<file path="src/rtl/load_store_unit_if.sv">
// Request/response handshake and word-memory bus between the core, the LSU and data memory.
// master = core and memory side, slave = the load_store_unit.
interface load_store_unit_if;
  logic        req_valid;
  logic        req_ready;
  logic        req_we;
  logic [2:0]  req_funct3;
  logic [31:0] req_addr;
  logic [31:0] req_wdata;
  logic        resp_valid;
  logic        resp_ready;
  logic [31:0] resp_rdata;
  logic        resp_err;
  logic        mem_rd_en;
  logic        mem_wr_en;
  logic [31:0] mem_addr;
  logic [31:0] mem_wdata;
  logic [31:0] mem_rdata;

  modport master (
    output req_valid, req_we, req_funct3, req_addr, req_wdata, resp_ready, mem_rdata,
    input  req_ready, resp_valid, resp_rdata, resp_err, mem_rd_en, mem_wr_en, mem_addr, mem_wdata
  );

  modport slave (
    input  req_valid, req_we, req_funct3, req_addr, req_wdata, resp_ready, mem_rdata,
    output req_ready, resp_valid, resp_rdata, resp_err, mem_rd_en, mem_wr_en, mem_addr, mem_wdata
  );
endinterface

</file>
<file path="src/rtl/load_store_unit.sv">
// RV32I byte/half/word load-store unit in front of a word-only data memory; sub-word stores use read-modify-write.
// Optional LSU_BOUNDS_CHECK_EN: addresses at or beyond 4*MEM_WORDS bytes are rejected as errors.
module load_store_unit #(
  parameter int MEM_WORDS = 256
) (
  input logic             clk,
  input logic             reset,
  load_store_unit_if.slave bus
);

  typedef enum logic [2:0] {IDLE, LOAD, RMW_RD, WRITE, RESP} state_t;

  state_t      state;
  state_t      state_nxt;
  logic [2:0]  lat_f3;
  logic [31:0] lat_addr;
  logic [31:0] wr_word;
  logic [31:0] rdata_r;
  logic        err_r;
  logic        req_err;

  function automatic logic access_error(input logic we, input logic [2:0] f3, input logic [31:0] addr);
    logic e;
    case (f3)
      3'b000:  e = 1'b0;
      3'b001:  e = addr[0];
      3'b010:  e = (addr[1:0] != 2'b00);
      3'b100:  e = we;
      3'b101:  e = we | addr[0];
      default: e = 1'b1;
    endcase
    return e;
  endfunction

  function automatic logic [31:0] load_extend(input logic [31:0] word, input logic [2:0] f3,
                                              input logic [1:0] off);
    logic signed [7:0]  b;
    logic signed [15:0] h;
    b = word[{off, 3'b000} +: 8];
    h = off[1] ? word[31:16] : word[15:0];
    case (f3)
      3'b000:  return 32'(b);
      3'b001:  return 32'(h);
      3'b100:  return {24'h0, b};
      3'b101:  return {16'h0, h};
      default: return word;
    endcase
  endfunction

  // Only SB (funct3 000) and SH (001) ever reach the merge.
  function automatic logic [31:0] merge_lane(input logic [31:0] word, input logic [31:0] wdata,
                                             input logic [2:0] f3, input logic [1:0] off);
    logic [31:0] w;
    w = word;
    if (f3[1:0] == 2'b00) w[{off, 3'b000} +: 8] = wdata[7:0];
    else                  w[{off[1], 4'b0000} +: 16] = wdata[15:0];
    return w;
  endfunction

`ifdef LSU_BOUNDS_CHECK_EN
  localparam logic [31:0] BYTE_LIMIT = 32'(4 * MEM_WORDS);
  assign req_err = access_error(bus.req_we, bus.req_funct3, bus.req_addr) ||
                   (bus.req_addr >= BYTE_LIMIT);
`else
  assign req_err = access_error(bus.req_we, bus.req_funct3, bus.req_addr);
`endif

  always_ff @(posedge clk or posedge reset) begin
    if (reset) state <= IDLE;
    else       state <= state_nxt;
  end

  // Datapath registers carry no reset; every output they feed is gated by state.
  always_ff @(posedge clk) begin
    case (state)
      IDLE: if (bus.req_valid) begin
        lat_f3   <= bus.req_funct3;
        lat_addr <= bus.req_addr;
        wr_word  <= bus.req_wdata;
        rdata_r  <= '0;
        err_r    <= req_err;
      end
      LOAD:    rdata_r <= load_extend(bus.mem_rdata, lat_f3, lat_addr[1:0]);
      RMW_RD:  wr_word <= merge_lane(bus.mem_rdata, wr_word, lat_f3, lat_addr[1:0]);
      default: ;
    endcase
  end

  always_comb begin
    state_nxt      = state;
    bus.req_ready  = 1'b0;
    bus.resp_valid = 1'b0;
    bus.resp_rdata = '0;
    bus.resp_err   = 1'b0;
    bus.mem_rd_en  = 1'b0;
    bus.mem_wr_en  = 1'b0;
    bus.mem_addr   = '0;
    bus.mem_wdata  = '0;
    case (state)
      IDLE: begin
        bus.req_ready = 1'b1;
        if (bus.req_valid) begin
          if (req_err)                        state_nxt = RESP;
          else if (!bus.req_we)               state_nxt = LOAD;
          else if (bus.req_funct3 == 3'b010)  state_nxt = WRITE;
          else                                state_nxt = RMW_RD;
        end
      end
      LOAD, RMW_RD: begin
        bus.mem_rd_en = 1'b1;
        bus.mem_addr  = {lat_addr[31:2], 2'b00};
        state_nxt     = (state == LOAD) ? RESP : WRITE;
      end
      WRITE: begin
        bus.mem_wr_en = 1'b1;
        bus.mem_addr  = {lat_addr[31:2], 2'b00};
        bus.mem_wdata = wr_word;
        state_nxt     = RESP;
      end
      RESP: begin
        bus.resp_valid = 1'b1;
        bus.resp_rdata = rdata_r;
        bus.resp_err   = err_r;
        if (bus.resp_ready) state_nxt = IDLE;
      end
      default: state_nxt = IDLE;
    endcase
  end

endmodule

</file>
<file path="src/flat_wrapper.sv">
// flat-port wrapper written by rule: the top's interface ports become plain ports
module load_store_unit_flat 
#(
  parameter int MEM_WORDS = 256
)
  (clk, reset, bus_req_valid, bus_req_we, bus_req_funct3, bus_req_addr, bus_req_wdata, bus_resp_ready, bus_mem_rdata, bus_req_ready, bus_resp_valid, bus_resp_rdata, bus_resp_err, bus_mem_rd_en, bus_mem_wr_en, bus_mem_addr, bus_mem_wdata);
  load_store_unit_if bus_i ();
  input logic clk;
  input logic reset;
  input wire logic [$bits(bus_i.req_valid)-1:0] bus_req_valid;
  input wire logic [$bits(bus_i.req_we)-1:0] bus_req_we;
  input wire logic [$bits(bus_i.req_funct3)-1:0] bus_req_funct3;
  input wire logic [$bits(bus_i.req_addr)-1:0] bus_req_addr;
  input wire logic [$bits(bus_i.req_wdata)-1:0] bus_req_wdata;
  input wire logic [$bits(bus_i.resp_ready)-1:0] bus_resp_ready;
  input wire logic [$bits(bus_i.mem_rdata)-1:0] bus_mem_rdata;
  output wire logic [$bits(bus_i.req_ready)-1:0] bus_req_ready;
  output wire logic [$bits(bus_i.resp_valid)-1:0] bus_resp_valid;
  output wire logic [$bits(bus_i.resp_rdata)-1:0] bus_resp_rdata;
  output wire logic [$bits(bus_i.resp_err)-1:0] bus_resp_err;
  output wire logic [$bits(bus_i.mem_rd_en)-1:0] bus_mem_rd_en;
  output wire logic [$bits(bus_i.mem_wr_en)-1:0] bus_mem_wr_en;
  output wire logic [$bits(bus_i.mem_addr)-1:0] bus_mem_addr;
  output wire logic [$bits(bus_i.mem_wdata)-1:0] bus_mem_wdata;
  assign bus_i.req_valid = bus_req_valid;
  assign bus_i.req_we = bus_req_we;
  assign bus_i.req_funct3 = bus_req_funct3;
  assign bus_i.req_addr = bus_req_addr;
  assign bus_i.req_wdata = bus_req_wdata;
  assign bus_i.resp_ready = bus_resp_ready;
  assign bus_i.mem_rdata = bus_mem_rdata;
  assign bus_req_ready = bus_i.req_ready;
  assign bus_resp_valid = bus_i.resp_valid;
  assign bus_resp_rdata = bus_i.resp_rdata;
  assign bus_resp_err = bus_i.resp_err;
  assign bus_mem_rd_en = bus_i.mem_rd_en;
  assign bus_mem_wr_en = bus_i.mem_wr_en;
  assign bus_mem_addr = bus_i.mem_addr;
  assign bus_mem_wdata = bus_i.mem_wdata;
  load_store_unit #(.MEM_WORDS(MEM_WORDS)) u_core (.clk(clk), .reset(reset), .bus(bus_i));
endmodule
</file>
<file path="config.mk">
export PLATFORM = sky130hd
export DESIGN_NAME = load_store_unit_flat
export DESIGN_NICKNAME = d
export VERILOG_FILES = /design/src/rtl/load_store_unit_if.sv /design/src/rtl/load_store_unit.sv /design/src/flat_wrapper.sv
export SDC_FILE = /design/constraint.sdc
export NUM_CORES = 1
export LEC_CHECK = 0
export CAP_MARGIN = 20
export CORE_UTILIZATION = 50
export CTS_CLUSTER_DIAMETER = 150
export CTS_CLUSTER_SIZE = 25
export DETAILED_ROUTE_END_ITERATION = 8
export GPL_TIMING_DRIVEN = 0
export HOLD_SLACK_MARGIN = 0.1
export PLACE_DENSITY_LB_ADDON = 0.3
export SLEW_MARGIN = 10
export SYNTH_ARGS = -nofsm -noshare
export SYNTH_HDL_FRONTEND = slang
export SYNTH_SLANG_ARGS = --single-unit
</file>
<file path="constraint.sdc">
create_clock -name clk -period 9 [get_ports clk]
set_input_delay 0.9 -clock clk [delete_from_list [all_inputs] [get_ports clk]]
set_output_delay 0.9 -clock clk [all_outputs]
set_load 0.1 [all_outputs]
</file>
==> run metrics, run 1 <==
die extent in x=111 um; pwr/cell area=315 nW/um^2; Layout Skew=0.00696 ns; Max Freq=0.248 GHz; htree depth=3; synthesized instance count=561; share of flip-flops with an asynchronous set or reset=2.91%; LEAKAGE=3.22 nW; placed cells=914; Ys Warns=0; GRT Resource Usage Total=32.3%; Slew headroom=31.5%; Syn Area/Cell=10.5 sq um; Setup TNS=0 ns; RSZ-0062 raised after global routing=false; Clk network pwr share=14.3%; CTS tree=built; status=finished, final reports clean; largest net degree at the start of global routing=22; Post-Synth Adder-Cell Area=1.06%; CTS Buf Count=9; CP Cell Sequence=buf_4, nor3b_1, buf_2, clkbuf_1, and2_1, clkdlybuf4s50_1; hold_buf cts=0; Routed WL=19700 um; Worst path top cell family by delay=buffers and inverters; ant diodes=0; worst-margin pin slew=1.02 ns; area grow syn2layout=43.6%; Comb power frac=56.4%; share of the synthesized area in the top cell type=50.8%; Final Hold Viols=0; Core Footprint=11500 sq um; Hold Crit Class=input pin to async pin; ranking of synthesized cells by area=edfxtp_1, and2_1, mux2_2; biggest area consumer among synthesized cells=edfxtp_1; period utilization=44.8%; Synth Flop Type=edfxtp_1; DIE AREA=12300 sq um; Non-Filler Instances=930; antenna violations before repair=0; final setup fails=0; Vias/cell=5.91; Die H=111 um; Antenna Nets Post-Route=0; CP max stage cell=clkdlybuf4s50_1; drt wl/cell=21.2 um; Filler cells=809; DRT Pass-1 Iters=6; via count=5493; # rows=39; CTS Buffer Depth=2; Simple-Gate Fraction of Synth Area=22.1%; residual overflow from global routing=0; Initial Util=51.5%; synth unique cells=45; CP arrival=3.13 ns; clock root buffer=clkbuf_16; largest family of logic cells by synthesized area=simple AND/OR/NAND/NOR gates; Clock Pin Slew Worst Setup and Hold Paths=0.07 ns; Skew-Pair Late Insertion Delay=0.35 ns; EDFF count, synth=100; CTS Sinks=103; Worst setup EP type=output pin; Switch Pwr=0.00136 W; HPWL after detailed placement=15600 um; Seq cells post-synth=103; min cycle time layout=4.03 ns; number of global-route vias before repair=5371; post-synthesis mux area share=5.80%; Port Buffer Count=202; CP bufs+invs=4; sw frac=51.0%; XOR/XNOR Fraction of Synth Area=0%; Max-cap violations=0; first-pass GRT wire length=30100 um; class of the most critical setup path=flop to output pin; Slew Viols, Final=0; Seq pwr share=29.3%; post-synthesis sequential area ratio=52.1%; DRC Markers=0; post-synthesis compound-gate area fraction=13.9%; fin nets=891; CP startpoint kind=flop; layout cells sized above 1=10.0%; post_cts resized=0; CP max stage delay=1.17 ns; synthesized area=5910 sq um; DRT iter0 DRCs=543; Placer Congestion=0.966; CP required=8.10 ns; Ports=205; crit-path max FO=10; internal power consumption=0.00131 W; peak supply drop=0.263 mV; Setup Buffers After CTS=0
[cells in the mapped netlist (2+ instances only)]
cell type  count
and3_1        32
a21o_1         2
buf_2         15
buf_1          3
mux2_2        18
nor2_1        50
buf_4          4
nor2b_1        9
nand2_1       22
a21oi_1       11
o21a_1         8
nand2b_1       2
a31oi_1       29
nor3b_1        4
clkbuf_1      28
dfrtp_1        3
ha_1           5
edfxtp_1     100
nor4bb_1       2
o21ai_0       33
a221oi_1      12
nand3b_1       7
o221a_2        8
inv_1         16
nor4b_1        6
nor3b_2        2
nand3_1       26
or3b_2         2
mux2i_1       14
and2_1        65
o31ai_1        8
nor3_1         2
[cells in the final DEF, fill, tap and decap left out, drive strengths merged, types with 3 or more instances in the layout]
cell	synthesis	routed
and3	32	32
and2	65	65
dfrtp	3	3
nor4b	6	6
a21oi	11	11
o21ai	34	34
a31oi	29	29
nand3b	7	7
o31ai	8	8
clkinv	0	3
ha	5	5
nand3	26	26
buf	23	30
nor3b	6	6
nor2b	9	9
nand2	22	22
clkbuf	28	39
edfxtp	100	100
or3b	3	3
mux2	18	18
o21a	8	8
nor2	50	50
o221a	8	8
clkdlybuf4s50	0	202
a221oi	13	13
mux2i	14	14
inv	16	18
[metrics by stage]
| step | worst slack [ns] | hold WS (ns) | total power, W | util, % | cell area (sq um) |
|---|---|---|---|---|---|
| after floorplan | 3.31 | 0.654 | 0.00186 | - | 5910 |
| after global placement | 1.44 | 0.697 | 0.00223 | 70.7 | 8110 |
| after detailed placement | 5.36 | 0.734 | 0.00229 | 71.5 | 8200 |
| after CTS | 4.99 | 0.722 | 0.00266 | 74.0 | 8480 |
| after global routing | 4.84 | 0.745 | 0.00276 | 74.0 | 8480 |
| final | 4.97 | 0.726 | 0.00267 | 74.0 | 8480 |
[power groups by stage]
stage / clock (W) / sequential, W / combinational [W]
after global placement: 0 / 0.000799 / 0.00143
after floorplan: 0 / 0.000766 / 0.00109
after detailed placement: 0 / 0.000790 / 0.00150
after global routing: 0.000400 / 0.000792 / 0.00157
final: 0.000381 / 0.000783 / 0.00151
after CTS: 0.000381 / 0.000780 / 0.00150
[kinds of logic after synthesis]
| kind of cell | Yosys count |
|---|---|
| AO/OA/AOI/OAI | 119 |
| adder cells (fa/ha/maj) | 5 |
| flip-flops | 103 |
| AND/OR/NAND/NOR | 234 |
| other | 1 |
| multiplexers | 32 |
| buffers and inverters | 67 |
[path summary, 6_finish.rpt]
check,start,endpoint,slack (ns),cells past startpoint
setup / recovery,u_core.state[2],bus_resp_rdata[2],4.97,6
hold / removal,reset,u_core.state[0],0.73,2
setup reg to reg,u_core.lat_addr[1],u_core.wr_word[30],6.21,8
hold reg to reg,u_core.state[0],u_core.lat_addr[8],0.75,2
max in group asynchronous,reset,u_core.state[1],8.14,2
min in group clk,u_core.state[0],u_core.lat_addr[8],0.75,2
[sequential cells by signal (all words and copies together), names as in the netlist]
signal / count
u_core.err_r: 1
u_core.rdata_r: 32
u_core.wr_word: 32
u_core.lat_f3: 3
u_core.state: 3
u_core.lat_addr: 32
[metal layers]
metal	vias up	GRT usage (%)	part of all wire [%]
met3	43	6.89	10
li1	2504	-	-
met4	0	11.9	3.2
met5	-	0	0
met1	2599	42.7	40
met2	347	52.4	47
[worst reg2reg max path: cells and delay by family, from the launching register on]
kind	cells	cell delay, ns
compound gates	2	0.36
fa+ha+maj	1	0.33
buf+inv	4	1.22
flops	1	0.40
simple gates	1	0.30
[area by class of cell]
class,count,area [sq um],area share [%]
repair buffers,209,2090,24.7
flip-flops and latches,103,3080,36.3
clock buffers,11,243,2.86
plain buffers,51,233,2.74
clock inverters,5,42.5,0.501
multi-input cells,392,2560,30.1
inverters,16,60.1,0.708
well taps,143,179,2.11
Power figures use the tool's default switching activity.
==> run 2: changes to the inputs <==
CORE_UTILIZATION = 46   (was 50)
clock period = 3.9 ns   (was 9 ns; I/O delays follow)
==> run metrics, run 2 (synthesis gave the netlist of run 1 again) <==
status=finished, final reports clean; peak supply drop=0.525 mV (+99%); final setup fails=0 (unchanged); DRT Pass-1 Iters=5 (-1); antenna violations before repair=0 (unchanged); DRT iter0 DRCs=355 (-35%); CP startpoint kind=flop; DIE AREA=13300 sq um (+8.5%); die extent in x=115 um (+4.2%); Setup Buffers After CTS=0 (unchanged); fin nets=887 (-0.45%); top flop regs=u_core.lat_addr: 32 flops, u_core.rdata_r: 32 flops, u_core.wr_word: 32 flops; # rows=41 (+5.1%); period utilization=94.2%; commonest cells after routing, fill and taps aside=clkdlybuf4s50_1, edfxtp_1, and2_1, nor2_1; Vias/cell=5.62 (-4.9%); CTS Sinks=103 (unchanged); DRC Markers=0 (unchanged); Antenna Nets Post-Route=0 (unchanged); Routed WL=19500 um (-1.2%); CTS tree=built; Core Footprint=12600 sq um (+9.6%); via count=5365 (-2.3%); Final Hold Viols=0 (unchanged); CTS Buf Count=9 (unchanged); placed cells=939 (+2.7%); CP arrival=3.28 ns (+0.15 ns); Die H=115 um (+4.2%); Worst Hold Slack=0.207 ns (-0.519 ns); LEAKAGE=3.21 nW (-0.51%); HPWL after detailed placement=15200 um (-2.9%); CTS Buffer Depth=2 (unchanged); RSZ-0062 raised after global routing=false; worst-margin pin slew=1.03 ns (+0.00197 ns); class of the most critical setup path=flop to output pin; CP required=3.51 ns (-4.59 ns); Layout Skew=0.00507 ns (-0.00189 ns); Slew headroom=31.4% (-0.065 points); Slew Viols, Final=0 (unchanged); Ports=205 (unchanged); layout cells sized above 1=9.58% (-0.46 points); Worst setup EP type=output pin; Hold Crit Class=input pin to async pin; DP Area=8240 sq um (+0.46%); Port Buffer Count=202 (unchanged); residual overflow from global routing=0 (unchanged); Setup TNS=0 ns (unchanged); Skew-Pair Late Insertion Delay=0.35 ns (about the same); Max Freq=0.272 GHz; Max-cap violations=0 (unchanged); number of global-route vias before repair=5275 (-1.8%); post_cts resized=0 (unchanged); largest net degree at the start of global routing=26 (+18%); most common cell after layout, fill and taps aside=clkdlybuf4s50_1; Non-Filler Instances=955 (+2.7%); post-route cell area=8510 sq um (+0.31%); ant diodes=0 (unchanged); Filler cells=997 (+23%); pwr/cell area=718 nW/um^2 (+130%); drt wl/cell=20.4 um (-3.8%); area grow syn2layout=44.1%; clock root buffer=clkbuf_16; htree depth=3 (unchanged); Initial Util=47.0% (-4.5 points); first-pass GRT wire length=29100 um (-3.2%); crit-path max FO=10 (unchanged); hold_buf cts=0 (unchanged); min cycle time layout=3.67 ns; GRT Resource Usage Total=29.8% (-2.5 points); Placer Congestion=0.921 (-4.7%); post-layout util=67.7% (-6.3 points); Clock Pin Slew Worst Setup and Hold Paths=0.07 ns (about the same)
## run 2: cell types whose count changed in the layout (fill, tap and decap cells not counted), sizes merged
| cell | delta |
|---|---|
| clkbuf | -1 |
| buf | -4 |
| clkinvlp | +1 |
## run 2: final timing paths
check	startpoint	end	slack (ns)	cells after the start
setup reg to reg	u_core.lat_addr[1]	u_core.wr_word[16]	1.06	8
max in group asynchronous	reset	u_core.state[1]	3.55	2
setup / recovery	u_core.state[0]	bus_resp_rdata[3]	0.23	5
hold / removal	reset	u_core.state[2]	0.21	2
hold reg to reg	u_core.wr_word[5]	u_core.wr_word[21]	0.80	2
min in group clk	bus_req_addr[7]	u_core.lat_addr[7]	0.59	1
## run 2: final cells by class
| type | instances | area (sq um) | share of cell area (%) |
|---|---|---|---|
| Sequential cell | 103 | 3080 | 36.2 |
| Multi-Input combinational cell | 392 | 2570 | 30.2 |
| Timing Repair Buffer | 205 | 2080 | 24.4 |
| Buffer | 51 | 233 | 2.73 |
| Clock buffer | 10 | 229 | 2.69 |
| Tap cell | 172 | 215 | 2.53 |
| Inverter | 16 | 60.1 | 0.706 |
| Clock inverter | 6 | 45.0 | 0.529 |
## run 2: routing by layer
metal	part of all wire, %	vias up	GRT usage [%]
met5	0	-	0
met3	8.2	36	6.01
met2	48	301	49.4
met4	2.9	0	13.0
li1	-	2497	-
met1	41	2531	38.0
## run 2: stage by stage
step / setup WS (ns) / power [W]
6_report: 0.226 / 0.00611
5_1_grt: 0.106 / 0.00634
4_1_cts: 0.270 / 0.00610
3_5_place_dp: 0.676 / 0.00525
3_3_place_gp: -1.02 / 0.00514
2_1_floorplan: 0.267 / 0.00428
## run 2: critical path, stage by stage, from the launching register on
cell	delay [ns]
dfrtp_1	0.37
buf_4	0.17
nor3b_2	0.68
clkbuf_1	0.36
and2_1	0.18
clkdlybuf4s50_1	1.16
## run 2: where the power goes
part           internal (W)  total (W)  switching, W
sequential          0.00166    0.00179      0.000132
clock              0.000438   0.000859      0.000421
combinational      0.000905    0.00346       0.00256
total               0.00300    0.00611       0.00311
==> run 3: changes to the inputs <==
CTS_CLUSTER_SIZE = 8   (was 25)
SETUP_SLACK_MARGIN = 0.3   (was unset)
==> run metrics, run 3 (synthesis gave the netlist of run 1 again) <==
placed cells=939 (unchanged); residual overflow from global routing=0 (unchanged); Clock Pin Slew Worst Setup and Hold Paths=0.08 ns (about the same); Antenna Nets Post-Route=0 (unchanged); area grow syn2layout=44.8%; Routed WL=19500 um (+0.14%); CP arrival=3.05 ns (-0.23 ns); most common cell after layout, fill and taps aside=clkdlybuf4s50_1; Layout Skew=0.0100 ns (+0.00497 ns); CP max stage cell=clkdlybuf4s50_1; Filler cells=972 (-2.5%); clock root buffer=clkbuf_16; R2R cell count=8 (unchanged); Slew Viols, Final=0 (unchanged); reg-to-reg startpoint=u_core.lat_addr[1]; Core Footprint=12600 sq um (unchanged); CP Cell Sequence=buf_4, nor2b_1, clkbuf_1, and3_1, clkdlybuf4s50_1; HPWL after detailed placement=15300 um (+0.51%); largest net degree at the start of global routing=26 (unchanged); DIE AREA=13300 sq um (unchanged); Worst setup EP type=output pin; min cycle time layout=3.44 ns (-0.230 ns); Vias/cell=5.70 (+1.5%); Hold Crit Class=input pin to async pin; status=finished, final reports clean; ant diodes=0 (unchanged); Non-Filler Instances=955 (unchanged); peak supply drop=0.464 mV (-12%); Max-cap violations=0 (unchanged); fin nets=887 (unchanged); layout cells sized above 1=9.83% (+0.26 points); antenna violations before repair=0 (unchanged); RR Endpoint=u_core.wr_word[28]; LEAKAGE=3.50 nW (+9.2%); pwr/cell area=716 nW/um^2 (-0.21%); top flop regs=u_core.lat_addr: 32 flops, u_core.rdata_r: 32 flops, u_core.wr_word: 32 flops; CTS Buffer Depth=2 (unchanged); via count=5444 (+1.5%); CP max stage delay=1.14 ns (-0.02 ns); GRT Resource Usage Total=29.8% (-0.093 points); hold_buf cts=0 (unchanged); R2R Setup Slk=1.13 ns (+0.07 ns); class of the most critical setup path=flop to output pin; Setup TNS=0 ns (unchanged); number of global-route vias before repair=5245 (-0.57%); Max Freq=0.290 GHz (+6.7%); Placer Congestion=0.909 (-1.3%); DRC Markers=0 (unchanged); commonest cells after routing, fill and taps aside=clkdlybuf4s50_1, edfxtp_1, and2_1, nor2_1; die extent in x=115 um (unchanged); Slew headroom=31.8% (+0.39 points); # rows=41 (unchanged); Sequential Area=3080 sq um (unchanged); RSZ-0062 raised after global routing=false; Ports=205 (unchanged); Final Hold Viols=0 (unchanged); Skew-Pair Late Insertion Delay=0.36 ns (about the same); DRT iter0 DRCs=416 (+17%); crit-path max FO=10 (unchanged); Die H=115 um (unchanged); htree depth=3 (unchanged); CTS Buf Count=9 (unchanged); drt wl/cell=20.4 um (+0.14%); area occupied by multi-input gates=2570 sq um (unchanged); DRT Pass-1 Iters=5 (unchanged); first-pass GRT wire length=28900 um (-0.62%); final setup fails=0 (unchanged); CTS Sinks=103 (unchanged); CP startpoint kind=flop; worst-margin pin slew=1.02 ns (-0.00679 ns); period utilization=88.3% (-5.9 points); Port Buffer Count=202 (unchanged); CP required=3.51 ns (about the same); worst setup path startpoint=u_core.state[2]; CTS tree=built; Initial Util=47.0% (unchanged)
## run 3: worst max-delay path by stage
stage	end	slack, ns	depth (start not counted)
final	bus_mem_wdata[13]	0.46	5
after global routing	bus_mem_wdata[26]	0.32	5
after CTS	bus_resp_rdata[13]	0.30	5
after detailed placement	bus_resp_rdata[2]	0.63	5
after global placement	u_core.rdata_r[24]	-0.69	3
after floorplan	u_core.rdata_r[0]	0.32	3
## run 3: layout make-up
type / count / share of cell area (%)
multi-input combinational: 392 / 30.1
clock buffer: 9 / 2.63
inverter: 16 / 0.702
tap: 172 / 2.52
sequential: 103 / 36.0
buffer: 51 / 2.72
timing repair buffer: 205 / 24.4
clock inverter: 7 / 0.951
## run 3: timing repair
action / 4_1_cts / 5_1_grt
gates resized for setup: 16 / 13
buffers inserted: 0 / 0
endpoints found under the setup margin: 16 / 13
## run 3: worst max-delay path: cells and delay by family, from the launching register on
| family | cells | cell delay [ns] |
|---|---|---|
| simple gates | 2 | 0.59 |
| flops | 1 | 0.39 |
| buf+inv | 3 | 1.71 |
## run 3: per-stage QoR
step                      setup slack, ns  instance area [sq um]  utilization [%]  total power [W]  hold slack, ns
after floorplan                     0.323                   5930                -          0.00429           0.144
after global placement             -0.686                   8160             64.9          0.00515           0.570
after detailed placement            0.631                   8230             65.5          0.00525           0.586
after CTS                           0.302                   8520             67.8          0.00613           0.206
after global routing                0.319                   8550             68.0          0.00637           0.204
final                               0.456                   8550             68.0          0.00613           0.207
## run 3: routing by layer
metal  global-route usage, %  wire [um]  vias up
li1                        -          -     2495
met1                    37.6       7810     2602
met2                    47.7       9110      297
met3                    7.54       1740       50
met4                    14.6        820        0
met5                       0          0        -
## run 3: power breakdown
part           switching [W]  total [W]  internal (W)
sequential          0.000135    0.00179       0.00166
clock               0.000461   0.000921      0.000460
combinational        0.00255    0.00341      0.000860
total                0.00315    0.00613       0.00297
